## src/rtl/decimal_countdown_pkg.sv

```systemverilog
// Shared definitions for the four-digit BCD round-timer countdown:
// FSM state encoding, BCD digit limits and the digit clamp helper.
package decimal_countdown_pkg;

  typedef enum logic [1:0] {
    ST_IDLE    = 2'd0,
    ST_RUNNING = 2'd1,
    ST_PAUSED  = 2'd2,
    ST_EXPIRED = 2'd3
  } state_e;

  localparam logic [3:0] BCD_MAX  = 4'd9;
  localparam logic [3:0] BCD_ZERO = 4'd0;

  function automatic logic [3:0] bcd_clamp(input logic [3:0] digit);
    return (digit > BCD_MAX) ? BCD_MAX : digit;
  endfunction

endpackage

```

## src/rtl/decimal_down_unit.sv

```systemverilog
// One BCD digit of the countdown: clamped load, decrement with 0->9 wrap.
// Value updates on the clock edge after load/enable; borrow_out is combinational.
module decimal_down_unit
  import decimal_countdown_pkg::*;
(
  input  logic       clock,
  input  logic       reset,
  input  logic       enable,
  input  logic       load,
  input  logic [3:0] load_value,
  output logic [3:0] value,
  output logic       borrow_out
);

  logic [3:0] value_q;
  logic [3:0] value_d;

  always_comb begin
    value_d = value_q;
    if (load) begin
      value_d = bcd_clamp(load_value);
    end else if (enable) begin
      value_d = (value_q == BCD_ZERO) ? BCD_MAX : value_q - 4'd1;
    end
  end

  always_ff @(posedge clock or negedge reset) begin
    if (!reset) begin
      value_q <= BCD_ZERO;
    end else begin
      value_q <= value_d;
    end
  end

  assign value      = value_q;
  assign borrow_out = enable && (value_q == BCD_ZERO);

endmodule

```

## src/rtl/decimal_countdown.sv

```systemverilog
// Four-digit BCD round timer: load/start/pause FSM over a chain of digit units.
// All outputs registered; value and flags update one edge after the qualifying input.
module decimal_countdown
  import decimal_countdown_pkg::*;
(
  input  logic       clock,
  input  logic       reset,
  input  logic       enable,
  input  logic       load,
  input  logic [3:0] L3,
  input  logic [3:0] L2,
  input  logic [3:0] L1,
  input  logic [3:0] L0,
  input  logic       start,
  input  logic       pause,
  output logic [3:0] V3,
  output logic [3:0] V2,
  output logic [3:0] V1,
  output logic [3:0] V0,
  output logic       running,
  output logic       done,
  output logic       expired
);

  state_e state_q, state_d;
  logic   running_q, running_d;
  logic   done_q, done_d;
  logic   expired_q, expired_d;

  logic   tick;
  logic   borrow_0, borrow_1, borrow_2;
  logic   msd_borrow_unused;
  logic   value_is_zero;
  logic   value_is_one;

  // Load and pause both outrank the tick, so a dropped tick never reaches the digits.
  assign tick = enable && !load && !pause && (state_q == ST_RUNNING);

  decimal_down_unit u_digit0 (
    .clock      (clock),
    .reset      (reset),
    .enable     (tick),
    .load       (load),
    .load_value (L0),
    .value      (V0),
    .borrow_out (borrow_0)
  );

  decimal_down_unit u_digit1 (
    .clock      (clock),
    .reset      (reset),
    .enable     (borrow_0),
    .load       (load),
    .load_value (L1),
    .value      (V1),
    .borrow_out (borrow_1)
  );

  decimal_down_unit u_digit2 (
    .clock      (clock),
    .reset      (reset),
    .enable     (borrow_1),
    .load       (load),
    .load_value (L2),
    .value      (V2),
    .borrow_out (borrow_2)
  );

  // The top digit never borrows: a zero value leaves RUNNING before it could underflow.
  decimal_down_unit u_digit3 (
    .clock      (clock),
    .reset      (reset),
    .enable     (borrow_2),
    .load       (load),
    .load_value (L3),
    .value      (V3),
    .borrow_out (msd_borrow_unused)
  );

  assign value_is_zero = (V3 == BCD_ZERO) && (V2 == BCD_ZERO) &&
                         (V1 == BCD_ZERO) && (V0 == BCD_ZERO);
  assign value_is_one  = (V3 == BCD_ZERO) && (V2 == BCD_ZERO) &&
                         (V1 == BCD_ZERO) && (V0 == 4'd1);

  always_comb begin
    state_d   = state_q;
    expired_d = 1'b0;
    if (load) begin
      state_d = ST_IDLE;
    end else begin
      case (state_q)
        ST_IDLE: begin
          if (start && !pause && !value_is_zero) state_d = ST_RUNNING;
        end
        ST_RUNNING: begin
          if (pause) begin
            state_d = ST_PAUSED;
          end else if (enable && value_is_one) begin
            state_d   = ST_EXPIRED;
            expired_d = 1'b1;
          end
        end
        ST_PAUSED: begin
          if (start && !pause) state_d = ST_RUNNING;
        end
        ST_EXPIRED: begin
          state_d = ST_EXPIRED;
        end
        default: begin
          state_d = ST_IDLE;
        end
      endcase
    end
    running_d = (state_d == ST_RUNNING);
    done_d    = (state_d == ST_EXPIRED);
  end

  always_ff @(posedge clock or negedge reset) begin
    if (!reset) begin
      state_q   <= ST_IDLE;
      running_q <= 1'b0;
      done_q    <= 1'b0;
      expired_q <= 1'b0;
    end else begin
      state_q   <= state_d;
      running_q <= running_d;
      done_q    <= done_d;
      expired_q <= expired_d;
    end
  end

  assign running = running_q;
  assign done    = done_q;
  assign expired = expired_q;

endmodule

```

## config.mk

```make
export PLATFORM = sky130hd
export DESIGN_NAME = decimal_countdown
export DESIGN_NICKNAME = d
export VERILOG_FILES = /design/src/rtl/decimal_countdown_pkg.sv /design/src/rtl/decimal_down_unit.sv /design/src/rtl/decimal_countdown.sv
export SDC_FILE = /design/constraint.sdc
export NUM_CORES = 1
export LEC_CHECK = 0
export CORE_UTILIZATION = 49
export CTS_CLUSTER_DIAMETER = 100
export DETAILED_ROUTE_END_ITERATION = 10
export PLACE_DENSITY_LB_ADDON = 0.12
export RECOVER_POWER = 25
export SLEW_MARGIN = 20
export SYNTH_ARGS = -nofsm -noshare
export SYNTH_HDL_FRONTEND = slang
export SYNTH_HIERARCHICAL = 1
export SYNTH_SLANG_ARGS = --single-unit
```

## constraint.sdc

```tcl
create_clock -name clock -period 10.1 [get_ports clock]
set_input_delay 1.515 -clock clock [delete_from_list [all_inputs] [get_ports clock]]
set_output_delay 1.515 -clock clock [all_outputs]
set_load 0.1 [all_outputs]
```

==> impl_results.md, run 1 <==
* Status: completed
* Largest net degree at the start of global routing at 36
* Post_cts resized at 0
* CTS H-tree lvls at 1
* Period utilisation layout at 46.2%
* Finished Cell Area at 0.00172 mm²
* Worst Path Required at 10300 ps
* Critical-path cell list: clkdlybuf4s50_1 > nor3b_1 > and3b_1 > nor4b_4 > nor2b_1 > nor4b_4 > nor2b_1 > nor4b_4 > nor2b_1 > nor3b_2 > mux2i_1 > o21ai_1
* CP max-delay cell: clkdlybuf4s50_1
* Antenna violations before repair at 0
* Inserted Diodes at 0
* Final Hold Fails at 0
* # rows at 18
* Clock buffer depth at 2
* Max Fclk at 214 MHz
* Via count at 1054
* Non-Filler Instances at 192
* CP top delay family: simple AND/OR/NAND/NOR gates
* Post-Syn Nets at 139
* Hold Path Stages at 2
* # hold bufs at CTS at 0
* Critical path depth at 12
* Die area at 0.00279 mm²
* Placement Setup Slack at 4960 ps
* Crit path launch type: primary input
* Die height at 52.9 µm
* Fraction of layout cells with a size suffix above 1 at 10.5%
* Pleak at 0.623 nW
* Cells after Synth at 117
* Kind of critical path: primary input to flip-flop
* MaxCap Viol Count at 0
* Io pins at 41
* Worst r2r path cells at 11
* Initial core utilization at 51.6%
* Setup violations, final at 0
* First-pass GRT wire length at 4240 µm
* Post-route ant nets at 0
* Worst-skew pair later-pin latency at 310 ps
* Hold Crit Class: flip-flop to flip-flop
* 1st-iter DRT viols at 11
* Power per cell area at 134 mW/mm²
* GPL Wtd Cong at 0.712
* Clock Pin Slew Worst Setup and Hold Paths at 120 ps
* Post-layout min period at 4660 ps
* Clock Sinks at 21
* Avg Cell Area, Syn at 10.8 µm²
* Max Slew Vio Count at 0
* Most frequent cells in the layout: 39 x clkdlybuf4s50_1, 21 x dfrtp_1, 12 x o21ai_0, 9 x nand2b_1
* Via density at 5.49
* Setup Fix Bufs, Post-CTS at 0
* I/O Buffers at 40
* Total grt overflow at 0
* Peak supply drop at 0.106 mV
* Commonest non-fill, non-tap cell in the layout: clkdlybuf4s50_1
* CTS tree: done
* DP Cell Count at 188
* CP arrival at 4860 ps
* Final WL at 2710 µm
* Worst slew margin at 34.0%
* Die Span X at 52.9 µm
* Drt wl/cell at 14.1 µm
* Synth warnings at 6
* Final worst slack at 5440 ps
* HPWL Detailed at 2010 µm
* Final #Nets at 185
* Slew @ Worst Pin at 987 ps
* CP Buf/Inv Count at 1
* First-pass detailed-route iteration total at 4
* Placed Area at 0.00171 mm²
* Fin Setup TNS at 0 ps
* Critical Path End Type: flip-flop
* Total CTS buffers at 3
* CP max stage delay at 440 ps
* Layout area overhead at 35.8%
* Clk_skew at 2.12 ps
* Core area at 0.00245 mm²
* RSZ-0062 raised after global routing: no
* Max FO, Critical Path at 5
* Total GRT Usage at 20.9%
* # DRC at 0
* Clock Tree Root: clkbuf_4
* Number of global-route vias before repair at 976
* Synthesized area at 0.00127 mm²
[metrics by stage]
stage / power (mW) / hold WS [ps] / utilization [%]
finish: 0.231 / 650 / 70.1
global route: 0.241 / 710 / 70.1
CTS: 0.234 / 655 / 70.9
detailed placement: 0.193 / 628 / 69.8
global placement: 0.191 / 597 / 69.8
floorplan: 0.162 / 563 / -
[worst reg2reg max path, stage by stage, from the launching register on]
cell	delay, ps
dfrtp_1	430
nor3b_1	250
and3b_1	280
nor4b_4	250
nor2b_1	300
nor4b_4	280
nor2b_1	320
nor4b_4	310
nor2b_1	340
nor3b_2	280
mux2i_1	220
o21ai_1	70
[state kept, by name, summed over array words and instances (netlist names)]
name and count:
u_digit0/value 4, u_digit1/value 4, u_digit2/value 4, u_digit3/value 4, state_q 2, done 1
expired 1, running 1
[report_power, final]
part,leakage [nW],switching [mW],internal [mW]
combinational,0.342,0.0595,0.0268
clock,0.0177,0.0266,0.0148
sequential,0.263,0.0134,0.0902
[layout make-up]
class	count	area (µm²)
Fill cell	211	733
Multi-Input combinational cell	95	719
Sequential cell	21	526
Timing Repair Buffer	41	408
Tap cell	30	37.5
Clock buffer	3	22.5
Clock inverter	1	5.00
Inverter	1	3.75
[per-layer routing]
metal / up-vias / global-route usage, % / wire, µm
met4: 0 / 7.89 / 29
met2: 22 / 35.2 / 1310
li1: 521 / - / -
met5: - / 0 / 0
met3: 4 / 2.87 / 88
met1: 507 / 27.0 / 1290
[worst paths after layout]
kind	start	to	slack, ps
max	pause	u_digit3/value[2]	5440
max reg2reg	state_q[0]	u_digit3/value[2]	6660
min in group asynchronous	reset	u_digit0/value[1]	1800
max in group asynchronous	reset	u_digit0/value[3]	7720
min reg2reg	state_q[1]	state_q[0]	650
min	state_q[1]	state_q[0]	650
Power figures use the tool's default switching activity.
==> run 2, diff against run 1 <==
Settings changed: CORE_UTILIZATION 49 to 46.
Clock period 10.1 ns to 4.5 ns, I/O delays scaled along.
==> run 2 against run 1 <==
Net effect: combinational power is 120% higher; register-to-register slack lost 5600 ps; sequential share of layout area shrank 0.35 points; clock skew up 16 ps; non-clock buffer count up 1; design area increased by 1.2%; clock power grew 130%; sequential power rose by 120%; critical path type unchanged; critical endpoint unchanged; largest cell class unchanged.
==> impl_results.md, run 2 (synthesis results as in run 1) <==
* Status: completed
* Worst Path Required at 4710 ps (-5590 ps)
* First-pass GRT wire length at 4290 µm (+1.1%)
* Placed Area at 0.00172 mm² (+0.44%)
* Layout area overhead at 37.4%
* Period utilisation layout at 87.7%
* Final Hold Fails at 0 (unchanged)
* Placement Setup Slack at 353 ps (-4610 ps)
* CP max-delay cell: dlygate4sd3_1
* Final WL at 2700 µm (-0.37%)
* Io pins at 41 (unchanged)
* PnR Total Power at 0.521 mW (+130%)
* Power per cell area at 299 mW/mm² (+120%)
* Critical-path cell list: dlygate4sd3_1 > nor3b_1 > and3b_1 > nor4b_4 > nor2b_1 > nor4b_4 > nor2b_1 > nor4b_4 > nor2b_1 > nor3b_2 > mux2i_1 > o21ai_1
* Most frequent cells in the layout: 38 x clkdlybuf4s50_1, 21 x dfrtp_1, 12 x o21ai_0, 9 x nand2b_1
* FF-to-FF Start: state_q[0]
* Slew @ Worst Pin at 980 ps (-7.16 ps)
* Fraction of layout cells with a size suffix above 1 at 11.0% (+0.55 points)
* Post-route ant nets at 0 (unchanged)
* RSZ-0062 raised after global routing: no
* Critical Path End Type: flip-flop
* Clock Tree Root: clkbuf_4
* Antenna violations before repair at 0 (unchanged)
* Die Span X at 54.5 µm (+3.1%)
* Peak supply drop at 0.209 mV (+96%)
* I/O Buffers at 40 (unchanged)
* Post_cts resized at 0 (unchanged)
* MaxCap Viol Count at 0 (unchanged)
* Max FO, Critical Path at 5 (unchanged)
* DP Cell Count at 189 (+0.53%)
* Die area at 0.00297 mm² (+6.3%)
* Setup violations, final at 0 (unchanged)
* 1st-iter DRT viols at 14 (+3)
* Worst r2r path cells at 11 (unchanged)
* Total CTS buffers at 3 (unchanged)
* Commonest non-fill, non-tap cell in the layout: clkdlybuf4s50_1
* Clk_skew at 17.9 ps (+15.8 ps)
* Total GRT Usage at 20.2% (-0.77 points)
* # rows at 18 (unchanged)
* Finished Cell Area at 0.00174 mm² (+1.2%)
* Worst-skew pair later-pin latency at 310 ps (about the same)
* Max Slew Vio Count at 0 (unchanged)
* Clock Sinks at 21 (unchanged)
* Fin Setup TNS at 0 ps (unchanged)
* Crit path launch type: primary input
* Clock Pin Slew Worst Setup and Hold Paths at 140 ps (+20 ps)
* Die height at 54.5 µm (+3.1%)
* Hold Startpoint: state_q[1]
* Post-layout min period at 3950 ps
* Number of global-route vias before repair at 955 (-2.2%)
* Final worst slack at 555 ps (-4880 ps)
* Max Fclk at 253 MHz
* Flop2flop setup slack at 1050 ps (-5610 ps)
* Setup Fix Bufs, Post-CTS at 0 (unchanged)
* Non-Filler Instances at 193 (+0.52%)
* Pleak at 0.629 nW (+0.98%)
* CTS H-tree lvls at 1 (unchanged)
* Core area at 0.00254 mm² (+3.7%)
* Initial core utilization at 49.8% (-1.8 points)
* Kind of critical path: primary input to flip-flop
* Clock buffer depth at 2 (unchanged)
* Final #Nets at 186 (+0.54%)
* CP arrival at 4150 ps (-710 ps)
* Via density at 5.46 (-0.61%)
* # DRC at 0 (unchanged)
* Total grt overflow at 0 (unchanged)
* WHS at 650 ps (-0.0630 ps)
* Hold Crit Class: flip-flop to flip-flop
* CP max stage delay at 570 ps (+130 ps)
* Worst slew margin at 34.5% (+0.48 points)
* GPL Wtd Cong at 0.741 (+4.2%)
* Inserted Diodes at 0 (unchanged)
* Final core utilization at 68.4% (-1.7 points)
* # hold bufs at CTS at 0 (unchanged)
* WHS Endpoint: state_q[0]
* CTS tree: done
* HPWL Detailed at 1980 µm (-1.5%)
* First-pass detailed-route iteration total at 4 (unchanged)
* Hold Path Stages at 2 (unchanged)
* Via count at 1053 (-0.095%)
* Largest net degree at the start of global routing at 35 (-2.8%)
* FF-to-FF End: u_digit3/value[2]
* Drt wl/cell at 14.0 µm (-0.89%)
==> run 2: cell types whose count changed in the layout (fill, tap and decap cells not counted), sizes merged <==
cell           delta
buf               +1
clkdlybuf4s50     -1
dlygate4sd3       +1
==> run 2: routing by layer <==
layer  vias to the layer above  track usage, %  share of wire [%]
met2                        24            34.3                 49
met5                         -               0                  0
met3                         2            2.50                3.3
li1                        522               -                  -
met1                       505            26.2                 47
met4                         0            6.41               0.59
==> run 2: cell type report <==
cell class,instances,area [µm²]
Sequential cell,21,526
Fill cell,211,803
Clock inverter,1,5.00
Timing Repair Buffer,42,415
Multi-Input combinational cell,95,732
Inverter,1,3.75
Tap cell,30,37.5
Clock buffer,3,22.5
==> run 2: how the worst max path moves through the flow <==
stage | to | slack [ps] | cells after the start | from
after global routing | u_digit3/value[2] | 260 | 12 | pause
after CTS | u_digit3/value[2] | 660 | 12 | pause
after floorplan | u_digit3/value[2] | 980 | 11 | pause
after detailed placement | u_digit3/value[2] | 350 | 12 | pause
after global placement | u_digit3/value[2] | 550 | 12 | pause
final | u_digit3/value[2] | 550 | 12 | pause
==> run 2: where the power goes <==
group	internal, mW	switching (mW)
Sequential	0.203	0.0303
Clock	0.0331	0.0611
Combinational	0.0606	0.134
Total	0.296	0.225
==> run 2: worst max-delay path: cells and delay by family <==
family / cells / cell delay [ps]
muxes: 1 / 210
buffers and inverters: 1 / 570
AOI/OAI and AO/OA: 1 / 70
and+or+nand+nor: 9 / 2620
==> run 3, diff against run 2 <==
Settings changed: TNS_END_PERCENT set to 50.
==> results of run 3 <==
Same layout as run 2: the final DEF is identical, and so are final timing and power.
